<file path="config.mk">
export PLATFORM = sky130hd
export DESIGN_NAME = store_drain_buffer_flat
export DESIGN_NICKNAME = d
export VERILOG_FILES = /design/src/rtl/store_drain_buffer_pkg.sv /design/src/rtl/store_drain_buffer_if.sv /design/src/rtl/store_drain_buffer_fwd.sv /design/src/rtl/store_drain_buffer.sv /design/src/flat_wrapper.sv
export SDC_FILE = /design/constraint.sdc
export NUM_CORES = 2
export LEC_CHECK = 0
export CORE_MARGIN = 4
export CORE_UTILIZATION = 42
export DETAILED_ROUTE_END_ITERATION = 10
export PLACE_DENSITY_LB_ADDON = 0.15
export RECOVER_POWER = 100
export SLEW_MARGIN = 20
export SYNTH_ARGS = -nofsm -noshare
export SYNTH_HDL_FRONTEND = slang
export SYNTH_HIERARCHICAL = 1
export SYNTH_SLANG_ARGS = --single-unit
</file>
<file path="constraint.sdc">
create_clock -name clock -period 8.2 [get_ports clock]
set_input_delay 1.23 -clock clock [delete_from_list [all_inputs] [get_ports clock]]
set_output_delay 1.23 -clock clock [all_outputs]
set_load 0.05 [all_outputs]
</file>
<file path="src/rtl/store_drain_buffer_pkg.sv">
// Shared types for the post-retire store drain buffer.
// The entry layout is also used by the forwarding lookup.
package store_drain_buffer_pkg;

   localparam int SB_SZ_DEF = 8;
   localparam int N_DEF     = 2;

   typedef struct packed {
      logic        valid;
      logic [31:0] addr;
      logic [31:0] data;
      logic [3:0]  mask;
   } STOREBUF_ENTRY;

   typedef enum logic [1:0] {
      DR_IDLE  = 2'd0,
      DR_ISSUE = 2'd1,
      DR_WAIT  = 2'd2
   } drain_state_e;

endpackage

</file>
<file path="src/rtl/store_drain_buffer_if.sv">
// D-cache write port of the store drain buffer: request/ready plus a completion pulse.
interface store_drain_buffer_if;

   logic        dc_req_valid;
   logic [31:0] dc_req_addr;
   logic [31:0] dc_req_data;
   logic [3:0]  dc_req_mask;
   logic        dc_req_ready;
   logic        dc_resp_valid;

   modport master (
      output dc_req_valid, dc_req_addr, dc_req_data, dc_req_mask,
      input  dc_req_ready, dc_resp_valid
   );

   modport slave (
      input  dc_req_valid, dc_req_addr, dc_req_data, dc_req_mask,
      output dc_req_ready, dc_resp_valid
   );

endinterface

</file>
<file path="src/rtl/store_drain_buffer_fwd.sv">
// Word-granular store-to-load forwarding over the buffered stores.
// Per byte lane, the youngest matching entry wins.
module sb_fwd_lookup
   import store_drain_buffer_pkg::*;
#(
   parameter  int SB_SZ = SB_SZ_DEF,
   localparam int PW    = $clog2(SB_SZ),
   localparam int CW    = $clog2(SB_SZ + 1)
) (
   input  STOREBUF_ENTRY [SB_SZ-1:0] entries,
   input  logic [PW-1:0]             head,
   input  logic [CW-1:0]             count,
   input  logic [31:0]               ld_addr,
   output logic [3:0]                fwd_mask,
   output logic [31:0]               fwd_data
);

   logic [PW-1:0]    idx;
   logic             unused_ld_lo;
   logic [SB_SZ-1:0] unused_ent_lo;

   assign unused_ld_lo = ^ld_addr[1:0];
   for (genvar g = 0; g < SB_SZ; g++) begin : g_unused
      assign unused_ent_lo[g] = ^entries[g].addr[1:0];
   end

   // Walk from oldest to youngest so a younger covering lane overwrites an older one.
   always_comb begin
      fwd_mask = 4'b0000;
      fwd_data = 32'h0000_0000;
      idx      = head;
      for (int k = 0; k < SB_SZ; k++) begin
         idx = head + PW'(k);
         if ((k < int'(count)) && entries[idx].valid &&
             (entries[idx].addr[31:2] == ld_addr[31:2])) begin
            for (int b = 0; b < 4; b++) begin
               if (entries[idx].mask[b]) begin
                  fwd_mask[b]        = 1'b1;
                  fwd_data[8*b +: 8] = entries[idx].data[8*b +: 8];
               end else begin
                  fwd_mask[b] = fwd_mask[b];
               end
            end
         end else begin
            fwd_mask = fwd_mask;
         end
      end
   end

endmodule

</file>
<file path="src/rtl/store_drain_buffer.sv">
// Post-retire store buffer: circular FIFO of committed stores drained one at a time
// to the D-cache, with byte-merged forwarding to the load path.
module store_drain_buffer
   import store_drain_buffer_pkg::*;
#(
   parameter  int SB_SZ = SB_SZ_DEF,
   parameter  int N     = N_DEF,
   localparam int PW    = $clog2(SB_SZ),
   localparam int CW    = $clog2(SB_SZ + 1)
) (
   input  logic                 clock,
   input  logic                 reset,
   input  logic [N-1:0]         ret_valid,
   input  logic [N-1:0][31:0]   ret_addr,
   input  logic [N-1:0][31:0]   ret_data,
   input  logic [N-1:0][3:0]    ret_mask,
   output logic [CW-1:0]        free_slots,
   output logic                 empty,
   store_drain_buffer_if.master dc,
   input  logic [31:0]          ld_addr,
   output logic [3:0]           ld_fwd_mask,
   output logic [31:0]          ld_fwd_data
);

   localparam logic [CW-1:0] CNT_ZERO = {CW{1'b0}};
   localparam logic [CW-1:0] CNT_ONE  = {{(CW-1){1'b0}}, 1'b1};

   STOREBUF_ENTRY [SB_SZ-1:0] entries;
   drain_state_e              state;
   logic [PW-1:0]             head, head_inc, tail;
   logic [CW-1:0]             count, count_nxt, enq_cnt, pop_ext;
   logic [N-1:0][PW-1:0]      enq_idx;
   logic                      pop, req_valid;
   logic [31:0]               req_addr, req_data;
   logic [3:0]                req_mask;

   assign pop       = (state == DR_WAIT) && dc.dc_resp_valid;
   assign pop_ext   = {{(CW-1){1'b0}}, pop};
   assign head_inc  = head + {{(PW-1){1'b0}}, 1'b1};
   assign count_nxt = count + enq_cnt - pop_ext;

   // The i-th valid retire lane lands i slots past tail.
   always_comb begin
      enq_cnt = CNT_ZERO;
      enq_idx = {(N*PW){1'b0}};
      for (int i = 0; i < N; i++) begin
         enq_idx[i] = tail + enq_cnt[PW-1:0];
         if (ret_valid[i]) begin
            enq_cnt = enq_cnt + CNT_ONE;
         end else begin
            enq_cnt = enq_cnt;
         end
      end
   end

   // Entry storage, tail pointer and occupancy counters.
   always_ff @(posedge clock) begin
      if (!reset) begin
         entries    <= '0;
         tail       <= {PW{1'b0}};
         count      <= CNT_ZERO;
         free_slots <= CW'(SB_SZ);
      end else begin
         if (pop) entries[head].valid <= 1'b0;
         for (int i = 0; i < N; i++) begin
            if (ret_valid[i]) begin
               entries[enq_idx[i]] <= '{valid: 1'b1, addr: ret_addr[i],
                                        data: ret_data[i], mask: ret_mask[i]};
            end
         end
         tail       <= tail + enq_cnt[PW-1:0];
         count      <= count_nxt;
         free_slots <= free_slots + pop_ext - enq_cnt;
      end
   end

   // Drain sequencer; the in-flight entry stays valid until its response pops it.
   always_ff @(posedge clock) begin
      if (!reset) begin
         state     <= DR_IDLE;
         head      <= {PW{1'b0}};
         req_valid <= 1'b0;
         req_addr  <= 32'h0000_0000;
         req_data  <= 32'h0000_0000;
         req_mask  <= 4'b0000;
         empty     <= 1'b1;
      end else begin
         case (state)
            DR_IDLE: begin
               if (count != CNT_ZERO) begin
                  state     <= DR_ISSUE;
                  req_valid <= 1'b1;
                  req_addr  <= entries[head].addr;
                  req_data  <= entries[head].data;
                  req_mask  <= entries[head].mask;
                  empty     <= 1'b0;
               end else begin
                  empty     <= (count_nxt == CNT_ZERO);
               end
            end
            DR_ISSUE: begin
               empty <= 1'b0;
               if (dc.dc_req_ready) begin
                  state     <= DR_WAIT;
                  req_valid <= 1'b0;
               end
            end
            DR_WAIT: begin
               if (dc.dc_resp_valid) begin
                  head <= head_inc;
                  // Stores enqueued this very cycle are picked up next cycle via IDLE.
                  if (count > CNT_ONE) begin
                     state     <= DR_ISSUE;
                     req_valid <= 1'b1;
                     req_addr  <= entries[head_inc].addr;
                     req_data  <= entries[head_inc].data;
                     req_mask  <= entries[head_inc].mask;
                     empty     <= 1'b0;
                  end else begin
                     state     <= DR_IDLE;
                     empty     <= (count_nxt == CNT_ZERO);
                  end
               end else begin
                  empty <= 1'b0;
               end
            end
            default: begin
               state     <= DR_IDLE;
               req_valid <= 1'b0;
               empty     <= (count_nxt == CNT_ZERO);
            end
         endcase
      end
   end

   assign dc.dc_req_valid = req_valid;
   assign dc.dc_req_addr  = req_addr;
   assign dc.dc_req_data  = req_data;
   assign dc.dc_req_mask  = req_mask;

   sb_fwd_lookup #(.SB_SZ(SB_SZ)) u_fwd (
      .entries  (entries),
      .head     (head),
      .count    (count),
      .ld_addr  (ld_addr),
      .fwd_mask (ld_fwd_mask),
      .fwd_data (ld_fwd_data)
   );

endmodule

</file>
<file path="src/flat_wrapper.sv">
// flat-port wrapper written by rule: the top's interface ports become plain ports
module store_drain_buffer_flat import store_drain_buffer_pkg::*;
#(
   parameter  int SB_SZ = SB_SZ_DEF,
   parameter  int N     = N_DEF,
   localparam int PW    = $clog2(SB_SZ),
   localparam int CW    = $clog2(SB_SZ + 1)
)
  (clock, reset, ret_valid, ret_addr, ret_data, ret_mask, free_slots, empty, ld_addr, ld_fwd_mask, ld_fwd_data, dc_dc_req_valid, dc_dc_req_addr, dc_dc_req_data, dc_dc_req_mask, dc_dc_req_ready, dc_dc_resp_valid);
  store_drain_buffer_if dc_i ();
  input  logic clock;
  input  logic reset;
  input  logic [N-1:0] ret_valid;
  input  logic [N-1:0][31:0] ret_addr;
  input  logic [N-1:0][31:0] ret_data;
  input  logic [N-1:0][3:0] ret_mask;
  output logic [CW-1:0] free_slots;
  output logic empty;
  input  logic [31:0] ld_addr;
  output logic [3:0] ld_fwd_mask;
  output logic [31:0] ld_fwd_data;
  output wire logic [$bits(dc_i.dc_req_valid)-1:0] dc_dc_req_valid;
  output wire logic [$bits(dc_i.dc_req_addr)-1:0] dc_dc_req_addr;
  output wire logic [$bits(dc_i.dc_req_data)-1:0] dc_dc_req_data;
  output wire logic [$bits(dc_i.dc_req_mask)-1:0] dc_dc_req_mask;
  input wire logic [$bits(dc_i.dc_req_ready)-1:0] dc_dc_req_ready;
  input wire logic [$bits(dc_i.dc_resp_valid)-1:0] dc_dc_resp_valid;
  assign dc_dc_req_valid = dc_i.dc_req_valid;
  assign dc_dc_req_addr = dc_i.dc_req_addr;
  assign dc_dc_req_data = dc_i.dc_req_data;
  assign dc_dc_req_mask = dc_i.dc_req_mask;
  assign dc_i.dc_req_ready = dc_dc_req_ready;
  assign dc_i.dc_resp_valid = dc_dc_resp_valid;
  store_drain_buffer #(.SB_SZ(SB_SZ), .N(N)) u_core (.clock(clock), .reset(reset), .ret_valid(ret_valid), .ret_addr(ret_addr), .ret_data(ret_data), .ret_mask(ret_mask), .free_slots(free_slots), .empty(empty), .dc(dc_i), .ld_addr(ld_addr), .ld_fwd_mask(ld_fwd_mask), .ld_fwd_data(ld_fwd_data));
endmodule
</file>
# Yosys cells after proc, flatten, opt, wreduce, memory -nomap -nowiden
# Index checks and enable logic that the tools add are counted.
dict set report op_classes {
  n_addsub 14
  order_cmp 22
  n_eq_ne 14
  n_mux 138
  reduce_logical 28
}
# operator n
set ops {}
lappend ops {{2-to-1 mux 552 bit} 5}
lappend ops {{binary-select mux 69 bit (select 3 bit)} 8}
lappend ops {{bitwise mux 552 bit} 3}
lappend ops {{2-to-1 mux 69 bit} 11}
lappend ops {{demux 69 bit (select 3 bit)} 3}
lappend ops {{2-to-1 mux 32 bit} 14}
lappend ops {{2-to-1 mux 8 bit} 32}
lappend ops {{== test 30 bit} 8}
lappend ops {{case mux 32 bit (2 select lines)} 2}
lappend ops {{2-to-1 mux 4 bit} 12}
lappend ops {{2-to-1 mux 1 bit} 41}
lappend ops {{less-than comparator 3 x 4 -> 1 bit, second input constant} 10}
lappend ops {{logical AND 1 bit} 20}
lappend ops {{less-than comparator 3 x 4 -> 1 bit, first input constant} 4}
lappend ops {{adder 3 bit, second input constant} 4}
lappend ops {{greater-or-equal comparator 3 x 1 -> 1 bit, second input constant} 3}
lappend ops {{less-than comparator 1 x 4 -> 1 bit, first input constant} 2}
lappend ops {{less-than comparator 2 x 4 -> 1 bit, first input constant} 2}
lappend ops {{case mux 4 bit (2 select lines)} 1}
lappend ops {{AND reduction 4 bit} 2}
lappend ops {{adder 3 x 2 -> 3 bit, second input constant} 2}
lappend ops {{2-to-1 mux 2 bit} 3}
lappend ops {{!= test 2 bit, second input constant} 3}
lappend ops {{case mux 1 bit (3 select lines)} 2}
lappend ops {{other kinds (19)} 19}
dict set report word_totals {
  register_bits 638
  inputBits 174
  output_inout_bits 110
  wordCells 258
}

# Longest topological paths before layout
dict set report depth {
  word_depth 19
  mapped_depth 25
  ltp_nobuf 13
}

# Cells and area by module
# The synthesis kept the hierarchy.
# module n_inst cells_per_inst area_per_inst_um2 seq_area_each_um2
set by_module_without_submodules {}
lappend by_module_without_submodules {store_drain_buffer 1 3885 36525.0 12772.2}
lappend by_module_without_submodules {sb_fwd_lookup 1 3034 28039.4 0.0}

# Least setup slack after synthesis
# No wires, ideal clock.
dict set report synth_timing {
  path_type {reg2out}
  startpoint {reg u_core.head[0]}
  endpoint {out ld_fwd_data[0]}
  arrival_time_ns 5.725
  required_time_ns 6.970
  path_slack_ns 1.245
  path_stages_with_launch 23
  n_path_buf 11
  cell_sequence {dfxtp_1 buf_6 buf_8 clkinv_1 buf_2 buf_2 buf_2 buf_2 ha_1 buf_2 buf_4 buf_2 buf_2 mux4_2 xnor2_1 nand3_1 o21ai_0 o2111ai_1 a2111oi_2 o2111ai_2 a21o_1 clkbuf_1 o221ai_1}
}
dict set report synth_via {
  elab_chain_len 19
  elab_cells_between_ends 63
  cone_classes {add/sub: 7; eq/ne: 8; mux: 32; reduce/logical: 16}
}
# item line
set synth_lines {}
lappend synth_lines {{start: declaration} store_drain_buffer.sv:30} ;# logic [PW-1:0] head, head_inc, tail;
lappend synth_lines {{start signal: assignment} store_drain_buffer.sv:81} ;# head <= {PW{1'b0}};
lappend synth_lines {{start signal: assignment} store_drain_buffer.sv:110} ;# head <= head_inc;
lappend synth_lines {{branches (longest 18 deep; another with adder 3 x 1 -> 3 bit)} -}
lappend synth_lines {{2-to-1 mux 32 bit (*)} store_drain_buffer_fwd.sv:34} ;# if ((k < int'(count)) && entries[idx].valid &&
lappend synth_lines {{end: declaration} flat_wrapper.sv:21} ;# output logic [31:0] ld_fwd_data;
# Every way passes the cells marked *. The select of a mux whose other input is x is not followed.

# Worst setup path after layout
dict set report layout_timing {
  startpoint {reg u_core.head[2]}
  endpoint {out ld_fwd_data[0]}
}
# The elaborated chain is that of the path after synthesis.

==> flow_summary.ini <==
[global_routing]
grt_max_degree = 138
grt_pass1_wl_um = 419000
busiest_layer = met1
antenna_found_initial = 29
use_met1_pct = 52.9
grt_pass1_vias = 55600
grtUsageMet3_pct = 7.61
track_usage_pct = 35.5
grt-ovfl-total = 0
use_met2_pct = 50.4

[yosys]
ys_types = 87
synth-seq-cells = 638
synth_area_leaders = mux4_2 (23%), dfxtp_1 (20%), mux2i_1 (18%)
syn_inst = 6919
synth_top_flop_cell = dfxtp_1
ys_seq_area_share_pct = 19.8
synthArstFlopShare_pct = 0
syn-cell-area_mm2 = 0.0646
synth_fp_nets = 7114
yosys_warnings = 6
syn_area_per_cell_um2 = 9.33
synth_top_area_share_pct = 23.5
synth_largest_area_cell = mux4_2
synth_edf_count = 0

[power]
clockPowerShare_pct = 29.0
peakVddDrop_uv = 253
power_density_mw_per_mm2 = 184
power.internal_mw = 7.74
seqPwrFrac_pct = 32.6
cellLeakagePower_nw = 23.6
pwr-share-comb_pct = 38.4
p_sw_mw = 5.31
p_sw_share_pct = 40.7
total_power_mw = 13.0

[finish]
fill_cells = 14500
design_area_mm2 = 0.0708
drive_gt1_share_pct = 17.2
fin_util_pct = 46.4
fin_nets = 6851
area_delta_synth_final_pct = 9.63
final_cells = 8766

[placed_design]
gp_congestion = 1.04
dpl_cell_area_mm2 = 0.0682
dp_hpwl_um = 191000
dp_slack_ns = 0.782
io_buffers = 281
post-place-cells = 8600

[floorplanning]
die_area_mm2 = 0.160
die_height_um = 400
die_x_um = 400
io_pins = 284
core-area_mm2 = 0.152
start_util_pct = 42.4
rows = 143

[clock_tree]
cts_buffer_depth = 3
cts_inserted_buffers = 82
cts.clk_slew.worst_paths_ns = 0.06
cts_tree = built
cts_sinks = 638
htree_levels = 3
clkLatencyLatePin_ns = 0.71
holdBufCountCts = 0
cts_root_buf = clkbuf_16

[critical_path]
crit_type = reg2out
crit_required_ns = 6.97
worstReg2RegStart = u_core/state[1]
critPathLaunch = u_core/head[2]
arrival_ns = 6.94
critPathMaxFanout = 47
worstSetupStartpointType = flop
end_kind = primary output

[route]
ant_nets = 0
first_iter_violations = 7896
wl_per_cell_um = 33.5
routed_wl_um = 294000
via_per_inst = 7.02
dr.pass1.iters = 7
via_count = 61500
drc_errors = 0

[sta]
max_slew_margin_pct = -193
hold_violations = 0
max_freq_ghz = 0.122
timing.hold.ws_ns = 0.464
rsz0062_at_grt = false
fin_ws_ns = 0.0300
setup_viol_count_final = 0
setup_tns_ns = 0
min_period_over_period_pct = 99.6
slew_viol_final = 1269
finalCriticalPeriod_ns = 8.17
worstMarginPinSlew_ns = 4.39
worst_clock_skew_ns = 0.0552

[outcome]
status = finished with violations
violations = max-capacitance violations, max-slew violations

[worst_hold_path]
hold_path_class = reg2reg
worstHoldStart = u_core/dc.dc_req_data[1]

[job]
maxCapViolCount = 20
==> state kept, by name (all words and copies together), names as in the netlist <==
name                    count
u_core/dc.dc_req_data      32
u_core/entries            552
u_core/count                4
u_core/head                 3
u_core/state                2
u_core/empty                1
u_core/dc.dc_req_mask       4
u_core/tail                 3
u_core/dc.dc_req_valid      1
u_core/dc.dc_req_addr      32
u_core/free_slots           4
==> cells in the final DEF, fill, tap and decap left out, types with 20 or more instances in the layout <==
cell type,synthesis,routed
nand3_1,145,145
clkbuf_1,407,27
dfxtp_1,638,635
o211a_1,23,23
o21ai_0,152,155
mux2i_1,1136,1136
nand4_1,63,63
clkbuf_16,0,83
inv_1,44,44
a221oi_1,38,38
a21oi_1,102,102
or3_1,80,80
a211oi_1,566,568
buf_4,81,163
a22oi_1,52,52
a31oi_1,27,27
dlygate4sd3_1,0,75
mux4_2,673,673
nor4_1,42,41
and2_1,43,39
buf_12,0,38
nand2_1,616,615
o22ai_1,103,103
o221ai_1,35,35
xor2_1,23,20
a32o_1,72,72
nor2_1,806,805
nor3_1,36,35
mux2_2,54,54
clkdlybuf4s50_1,0,170
nand2b_1,67,66
o311ai_1,21,21
xnor2_1,166,162
clkbuf_2,45,20
==> cells in the mapped netlist (16+ instances only) <==
master     instances
buf_4             81
buf_2            202
and2_1            43
a31oi_1           27
buf_1             59
o21ai_0          152
clkbuf_1         407
nand3_1          145
o22ai_1          103
clkbuf_2          45
nor4_1            42
a211oi_1         566
ha_1              18
xor2_1            23
and3_1            19
xnor2_1          166
o211a_1           23
mux2_2            54
a22oi_1           52
a21oi_1          102
nand2b_1          67
nand4_1           63
nand2_1          616
mux2i_1         1136
inv_1             44
or3_1             80
o221ai_1          35
o2111ai_1         16
buf_6             32
o311ai_1          21
a32o_1            72
a221oi_1          38
nor3_1            36
mux4_2           673
dfxtp_1          638
o211ai_1          18
nor2_1           806
==> area by class of cell <==
class	instances	area [um^2]	area share [%]
Clock buffer	119	2400	3.39
Multi-Input combinational cell	5389	47800	67.5
Clock inverter	33	369	0.521
Timing Repair Buffer	483	4660	6.58
Tap cell	2030	2540	3.59
Sequential cell	638	12800	18.1
Inverter	62	240	0.339
Antenna cell	12	30.0	0.0424
==> final timing paths <==
check / endpoint / slack [ns] / depth (start not counted)
worst min register to register: u_core/dc.dc_req_data[1] / 0.46 / 1
worst max-delay path: ld_fwd_data[0] / 0.03 / 15
worst min-delay path: u_core/dc.dc_req_data[1] / 0.46 / 1
worst max register to register: u_core/entries[275] / 1.14 / 6
==> kinds of logic after synthesis <==
group                    count (synthesis)  share of synthesized area, %
multiplexers                          1863                          42.0
AO/OA/AOI/OAI                         1323                          14.9
buffers and inverters                  892                          6.58
adder cells (fa/ha/maj)                 21                         0.442
flip-flops                             638                          19.8
AND/OR/NAND/NOR                       1992                          13.7
XOR/XNOR                               190                          2.59
==> metal layers <==
metal	vias up	share of wire (%)
met5	-	0.053
met4	24	3.8
met3	564	11
met2	3682	42
met1	31200	43
li1	26100	-
==> timing repair <==
item,CTS,global route
endpoints found under the setup margin,0,11
endpoints found under the hold margin,0,0
resized for setup,0,2
buffers inserted,0,1
==> power by group through the flow <==
stage               logic (mW)  registers (mW)  clock network, mW
floorplan                 3.11            4.32                  0
global placement          4.85            4.27                  0
detailed placement        4.89            4.29                  0
CTS                       4.92            4.23               3.84
global route              5.24            4.32               3.95
finish                    5.01            4.26               3.78
==> critical path: stages, from the launching register on <==
cell	delay (ns)
dfxtp_4	0.85
buf_6	0.59
xor2_4	0.22
buf_12	0.28
mux4_2	0.57
xnor2_1	0.25
nor4_1	0.33
nand4_1	0.15
nor4_1	0.78
buf_4	0.30
nor4bb_1	0.46
buf_4	0.31
nand3_1	0.11
and3_1	0.21
o221ai_1	0.48
buf_12	0.21
No activity file was read; power rests on OpenSTA's default activity.
